--- src/rtl/usb_rx_pkg.sv ---
// Shared definitions for the USB receive path: bit-timer FSM encoding and
// full-speed timing constants.
package usb_rx_pkg;

  typedef enum logic {IDLE, RUN} bit_timer_state_t;

  // 96 MHz system clock / 12 Mbps full-speed bit rate
  localparam int USB_CLKS_PER_BIT = 8;

  // After this many consecutive 1s the transmitter inserts a 0
  localparam int USB_MAX_ONES = 6;

endpackage

--- src/rtl/flex_counter.sv ---
// Rollover counter: counts 0..rollover_val and wraps to 0.
// Priority: clear (to 0) > load (to load_val) > count_enable.
module flex_counter #(
  parameter int WIDTH = 4
) (
  input  logic             clk,
  input  logic             n_rst,
  input  logic             clear,
  input  logic             load,
  input  logic [WIDTH-1:0] load_val,
  input  logic             count_enable,
  input  logic [WIDTH-1:0] rollover_val,
  output logic [WIDTH-1:0] count_out
);

  // Counter register with synchronous clear/load and wrap at rollover_val
  always_ff @(posedge clk or negedge n_rst) begin
    if (!n_rst) begin
      count_out <= '0;
    end else if (clear) begin
      count_out <= '0;
    end else if (load) begin
      count_out <= load_val;
    end else if (count_enable) begin
      if (count_out == rollover_val) begin
        count_out <= '0;
      end else begin
        count_out <= count_out + WIDTH'(1);
      end
    end
  end

endmodule

--- src/rtl/rx_bit_timer.sv ---
// USB RX bit timer and bit unstuffer. Recovers bit timing from data edges,
// samples once per bit, drops stuffed zeros, flags stuffing violations and
// marks every eighth accepted bit.
//
// Output handshake: shift_enable, byte_received and stuff_err are single-cycle
// registered pulses with no back-pressure; the consumer must act on them in
// the cycle they are high.
module rx_bit_timer
  import usb_rx_pkg::*;
#(
  parameter int CLKS_PER_BIT = USB_CLKS_PER_BIT,
  parameter int SAMPLE_PHASE = 3,
  parameter int MAX_ONES     = USB_MAX_ONES
) (
  input  logic clk,
  input  logic n_rst,
  input  logic rcving,
  input  logic d_edge,
  input  logic d_orig,
  output logic shift_enable,
  output logic byte_received,
  output logic stuff_err
);

  localparam int PW = (CLKS_PER_BIT > 1) ? $clog2(CLKS_PER_BIT) : 1;
  localparam int OW = $clog2(MAX_ONES + 1);

  localparam logic [PW-1:0] PHASE_LAST = PW'(CLKS_PER_BIT - 1);
  localparam logic [PW-1:0] PHASE_SAMP = PW'(SAMPLE_PHASE);
  localparam logic [PW-1:0] PHASE_SYNC = PW'(1);
  localparam logic [OW-1:0] ONES_MAX   = OW'(MAX_ONES);

  bit_timer_state_t state;
  logic [PW-1:0]    phase_cnt;
  logic [2:0]       bit_cnt;
  logic [OW-1:0]    ones_cnt;
  logic             last_bit_q;   // the shift_enable now in flight completes a byte

  logic running;
  logic sample;

  // A packet is active only while in RUN with rcving still asserted
  assign running = (state == RUN) && rcving;
  assign sample  = running && (phase_cnt == PHASE_SAMP);

  // Phase counter: held at 0 when idle; an edge makes the edge cycle phase 0,
  // so the following cycle reads 1
  flex_counter #(
    .WIDTH (PW)
  ) u_phase (
    .clk          (clk),
    .n_rst        (n_rst),
    .clear        (!running),
    .load         (running && d_edge),
    .load_val     (PHASE_SYNC),
    .count_enable (running),
    .rollover_val (PHASE_LAST),
    .count_out    (phase_cnt)
  );

  // FSM, bit/ones counters and registered output pulses
  always_ff @(posedge clk or negedge n_rst) begin
    if (!n_rst) begin
      state         <= IDLE;
      bit_cnt       <= '0;
      ones_cnt      <= '0;
      last_bit_q    <= 1'b0;
      shift_enable  <= 1'b0;
      byte_received <= 1'b0;
      stuff_err     <= 1'b0;
    end else begin
      shift_enable  <= 1'b0;
      stuff_err     <= 1'b0;
      last_bit_q    <= 1'b0;
      // byte_received trails the eighth shift_enable even if the packet ends
      byte_received <= shift_enable && last_bit_q;
      case (state)
        IDLE: begin
          if (rcving) begin
            state <= RUN;
          end
        end
        RUN: begin
          if (!rcving) begin
            state    <= IDLE;
            bit_cnt  <= '0;
            ones_cnt <= '0;
          end else if (sample) begin
            if (ones_cnt < ONES_MAX) begin
              shift_enable <= 1'b1;
              bit_cnt      <= bit_cnt + 3'd1;
              last_bit_q   <= (bit_cnt == 3'd7);
              ones_cnt     <= d_orig ? (ones_cnt + OW'(1)) : '0;
            end else begin
              // Slot after MAX_ONES ones: a 0 is the stuffed bit, a 1 is illegal
              ones_cnt  <= '0;
              stuff_err <= d_orig;
            end
          end
        end
        default: begin
          state <= IDLE;
        end
      endcase
    end
  end

endmodule

--- config.mk ---
export PLATFORM = sky130hd
export DESIGN_NAME = rx_bit_timer
export DESIGN_NICKNAME = d
export VERILOG_FILES = /design/src/rtl/usb_rx_pkg.sv /design/src/rtl/flex_counter.sv /design/src/rtl/rx_bit_timer.sv
export SDC_FILE = /design/constraint.sdc
export NUM_CORES = 1
export LEC_CHECK = 0
export CORE_MARGIN = 3
export CORE_UTILIZATION = 30
export CTS_BUF_LIST = sky130_fd_sc_hd__clkbuf_4 sky130_fd_sc_hd__clkbuf_8
export DETAILED_ROUTE_END_ITERATION = 8
export GPL_TIMING_DRIVEN = 0
export PLACE_DENSITY = 0.6
export SLEW_MARGIN = 20
export SYNTH_ARGS = -nofsm -noshare
export SYNTH_HDL_FRONTEND = slang
export SYNTH_SLANG_ARGS = --single-unit
--- constraint.sdc ---
create_clock -name clk -period 4 [get_ports clk]
set_input_delay 0.8 -clock clk [delete_from_list [all_inputs] [get_ports clk]]
set_output_delay 0.8 -clock clk [all_outputs]
set_load 0.03 [all_outputs]
==> impl_results.rst <==
.. list-table::
   :header-rows: 1

   * - Metric
     - Value
   * - Later-pin clock latency in the skew report
     - 0.28 ns
   * - LEAKAGE
     - 0.387 nW
   * - Clock transition at path regs
     - 0.08 ns
   * - Category of the worst setup path launch point
     - flop
   * - Setup Total Neg Slack
     - 0 ns
   * - Fin Hold WS
     - 0.453 ns
   * - Via count
     - 437
   * - Avg Cell Area, Syn
     - 11.4 um^2
   * - Fin crit period
     - 2.09 ns
   * - Biggest area contributors in the synthesized netlist
     - dfrtp_1 (52%), ha_1 (11%), nand4_1 (3.7%), and3_4 (3.4%), nand2_1 (2.8%)
   * - Worst Setup End Kind
     - primary output
   * - CP Cell Sequence
     - clkdlybuf4s50_1
   * - Routed length on met1
     - 528 um
   * - Initial DRT Pass Iterations
     - 4
   * - Cell taking the most area after synthesis
     - dfrtp_1
   * - Total congestion overflow after global routing
     - 0
   * - Upper clock frequency limit
     - 0.479 GHz
   * - Sinks on Clock Net
     - 14
   * - Crit path required time
     - 3.20 ns
   * - Class of the tightest hold or removal check
     - reg -> reg
   * - Antenna diodes
     - 0
   * - Worst slew margin
     - 0.587
   * - Final max-slew violation count
     - 0
   * - Final GP Congestion
     - 0.709
   * - Synthesized Nets
     - 70
   * - Die width
     - 53.3 um
   * - Classification of the worst setup path
     - reg -> out
   * - Final setup violation count
     - 0
   * - Chip height
     - 53.3 um
   * - Peak supply drop
     - 196 uV
   * - Post-route clock period utilization
     - 0.522
   * - Area Overhead vs Synth
     - 20.9%
   * - Cell at the slowest stage of the critical path
     - clkdlybuf4s50_1
   * - Sequential fraction of the synthesis area
     - 0.522
   * - Worst-case clock skew
     - 0.00284 ns
   * - # port buffers
     - 7
   * - Total half-perimeter wirelength after legalization and detailed placement
     - 786 um
   * - Buffer levels on the longest clock path
     - 2
   * - Highest metal layer used by the detailed router
     - met4
   * - First-pass GRT wire length
     - 1870 um
   * - Top cell type's share of synthesized area
     - 0.522
   * - Number of buffers inserted during clock tree synthesis
     - 3
   * - Via/cell ratio
     - 4.51
   * - Root buf cell
     - clkbuf_4
   * - Number of cells upsized or downsized after cts
     - 0
   * - DRT antenna net count
     - 0
   * - Area of the core region
     - 0.00204 mm^2
   * - Number of maximum-capacitance constraint violations
     - 0
   * - Worst path max stage delay
     - 0.66 ns
   * - Run status
     - complete, no violations
   * - Number of violations reported at the end of detailed-routing iteration 0
     - 9
   * - Total number of yosys warnings
     - 0
   * - Clock tree from TritonCTS
     - yes
   * - Met3 WL
     - 79 um
   * - Power density cells
     - 343 mW/mm^2
   * - Die area
     - 0.00284 mm^2
   * - Initial standard-cell utilization of the core
     - 0.328
   * - FP Rows
     - 16
   * - Launch point of the worst hold path
     - last_bit_q
   * - Post-synthesis cell type count
     - 24
   * - Critical path origin
     - shift_enable
   * - Crit path max-delay family
     - buffers and inverters
   * - Count of buffer and inverter cells on the critical path
     - 1
   * - Post-synthesis sequential element count
     - 14
   * - Count of hold-fix buffers inserted at cts
     - 0
   * - Antenna violations before repair
     - 0
   * - H-tree depth reported by CTS
     - 1
   * - Routed length on met2
     - 459 um
   * - Biggest fanout along the worst timing path
     - 2
   * - Total GRT Usage
     - 0.0968
   * - Share of final-layout standard cells stronger than drive strength 1
     - 0.143
   * - Syn Std Cell Area
     - 671 um^2
   * - Postcts setup bufs
     - 0
   * - Number of global-route vias before repair
     - 424
   * - Synth Instances
     - 59
   * - Critical path data arrival time
     - 1.29 ns
   * - Post-detailed-route wirelength per cell
     - 11.1 um
   * - Count of pins on the block boundary
     - 8
   * - Share of synthesized flip-flops with an asynchronous set or reset
     - 1.00
   * - Reg2reg start
     - u_phase.count_out[0]
   * - Number of failing hold endpoints at the final stage
     - 0
   * - RSZ-0062 raised after global routing
     - no
   * - Pin count of the biggest net entering global routing
     - 15
   * - Transition time of the tightest slew-check pin
     - 0.618 ns
   * - Number of synthesized flops with an enable pin
     - 0
   * - Post-route DRC violation count
     - 0
   * - Final net count
     - 82
   * - Total routed wirelength
     - 1080 um
   * - Most frequently used flop master after synthesis
     - dfrtp_1
## synthesized netlist by cell type (all sizes together), types with 2 or more instances
cell	count
and3	3
buf	2
dfrtp	14
ha	6
inv	4
nand2	5
nand2b	2
nand3	2
nand4	4
nor2	4
o211ai	2
## stage by stage
step / area, um^2 / power (W) / cells / setup WS (ns) / utilization
floorplan: 671 / 0.000170 / 59 / 2.52 / -
detailed placement: 774 / 0.000181 / 93 / 1.88 / 0.379
finish: 811 / 0.000278 / 97 / 1.91 / 0.397
global placement: 774 / 0.000180 / 93 / 1.91 / 0.379
global route: 811 / 0.000295 / 97 / 1.85 / 0.397
CTS: 811 / 0.000282 / 97 / 1.90 / 0.397
## cell type report
class                      count  area, um^2
fill                         218        1230
sequential                    14         350
multi-input combinational     39         289
timing repair buffer           7        70.1
clock buffer                   4        36.3
tap                           27        33.8
buffer                         2        16.3
inverter                       4        15.0
## layer usage
layer	GRT usage	vias up
met2	0.131	9
met5	0	-
met1	0.122	196
li1	-	230
met3	0.0592	2
met4	0.0383	0
## final timing paths
kind / endpoint / slack, ns / cells past startpoint
max: shift_enable / 1.91 / 1
min: byte_received / 0.45 / 1
max reg2reg: ones_cnt[0] / 2.44 / 5
min reg2reg: byte_received / 0.45 / 1
max in group asynchronous: ones_cnt[1] / 2.70 / 1
min in group asynchronous: bit_cnt[2] / 0.90 / 1
## flip-flops by register name, summed over array words and instances, names as in the netlist
| register | flops |
|---|---|
| bit_cnt | 3 |
| byte_received | 1 |
| last_bit_q | 1 |
| ones_cnt | 3 |
| shift_enable | 1 |
| state | 1 |
| stuff_err | 1 |
| u_phase.count_out | 3 |
## kinds of logic after synthesis
kind of cell	after synthesis	share of synthesized area
buf+inv	6	0.0466
xor+xnor	1	0.0131
simple gates	23	0.194
mux	2	0.0317
compound gates	7	0.0802
flops	14	0.522
fa+ha+maj	6	0.112
## layout by cell type, fill, tap and decap left out, types with 2 or more instances in the layout
| master | netlist | layout |
|---|---|---|
| ha_1 | 6 | 6 |
| clkbuf_4 | 0 | 3 |
| nand2_1 | 5 | 5 |
| nand2b_1 | 2 | 2 |
| inv_1 | 4 | 4 |
| o211ai_1 | 2 | 2 |
| nor2_1 | 4 | 4 |
| nand4_1 | 4 | 4 |
| dfrtp_1 | 14 | 14 |
| clkdlybuf4s50_1 | 0 | 7 |
| nand3_1 | 2 | 2 |
| and3_4 | 2 | 2 |
## where the power goes
group	internal, W	total (W)	switching, W
registers	0.000148	0.000153	0.00000513
clock network	0.0000554	0.000100	0.0000447
logic	0.0000120	0.0000248	0.0000128
total	0.000215	0.000278	0.0000627
Power figures use the tool's default switching activity.
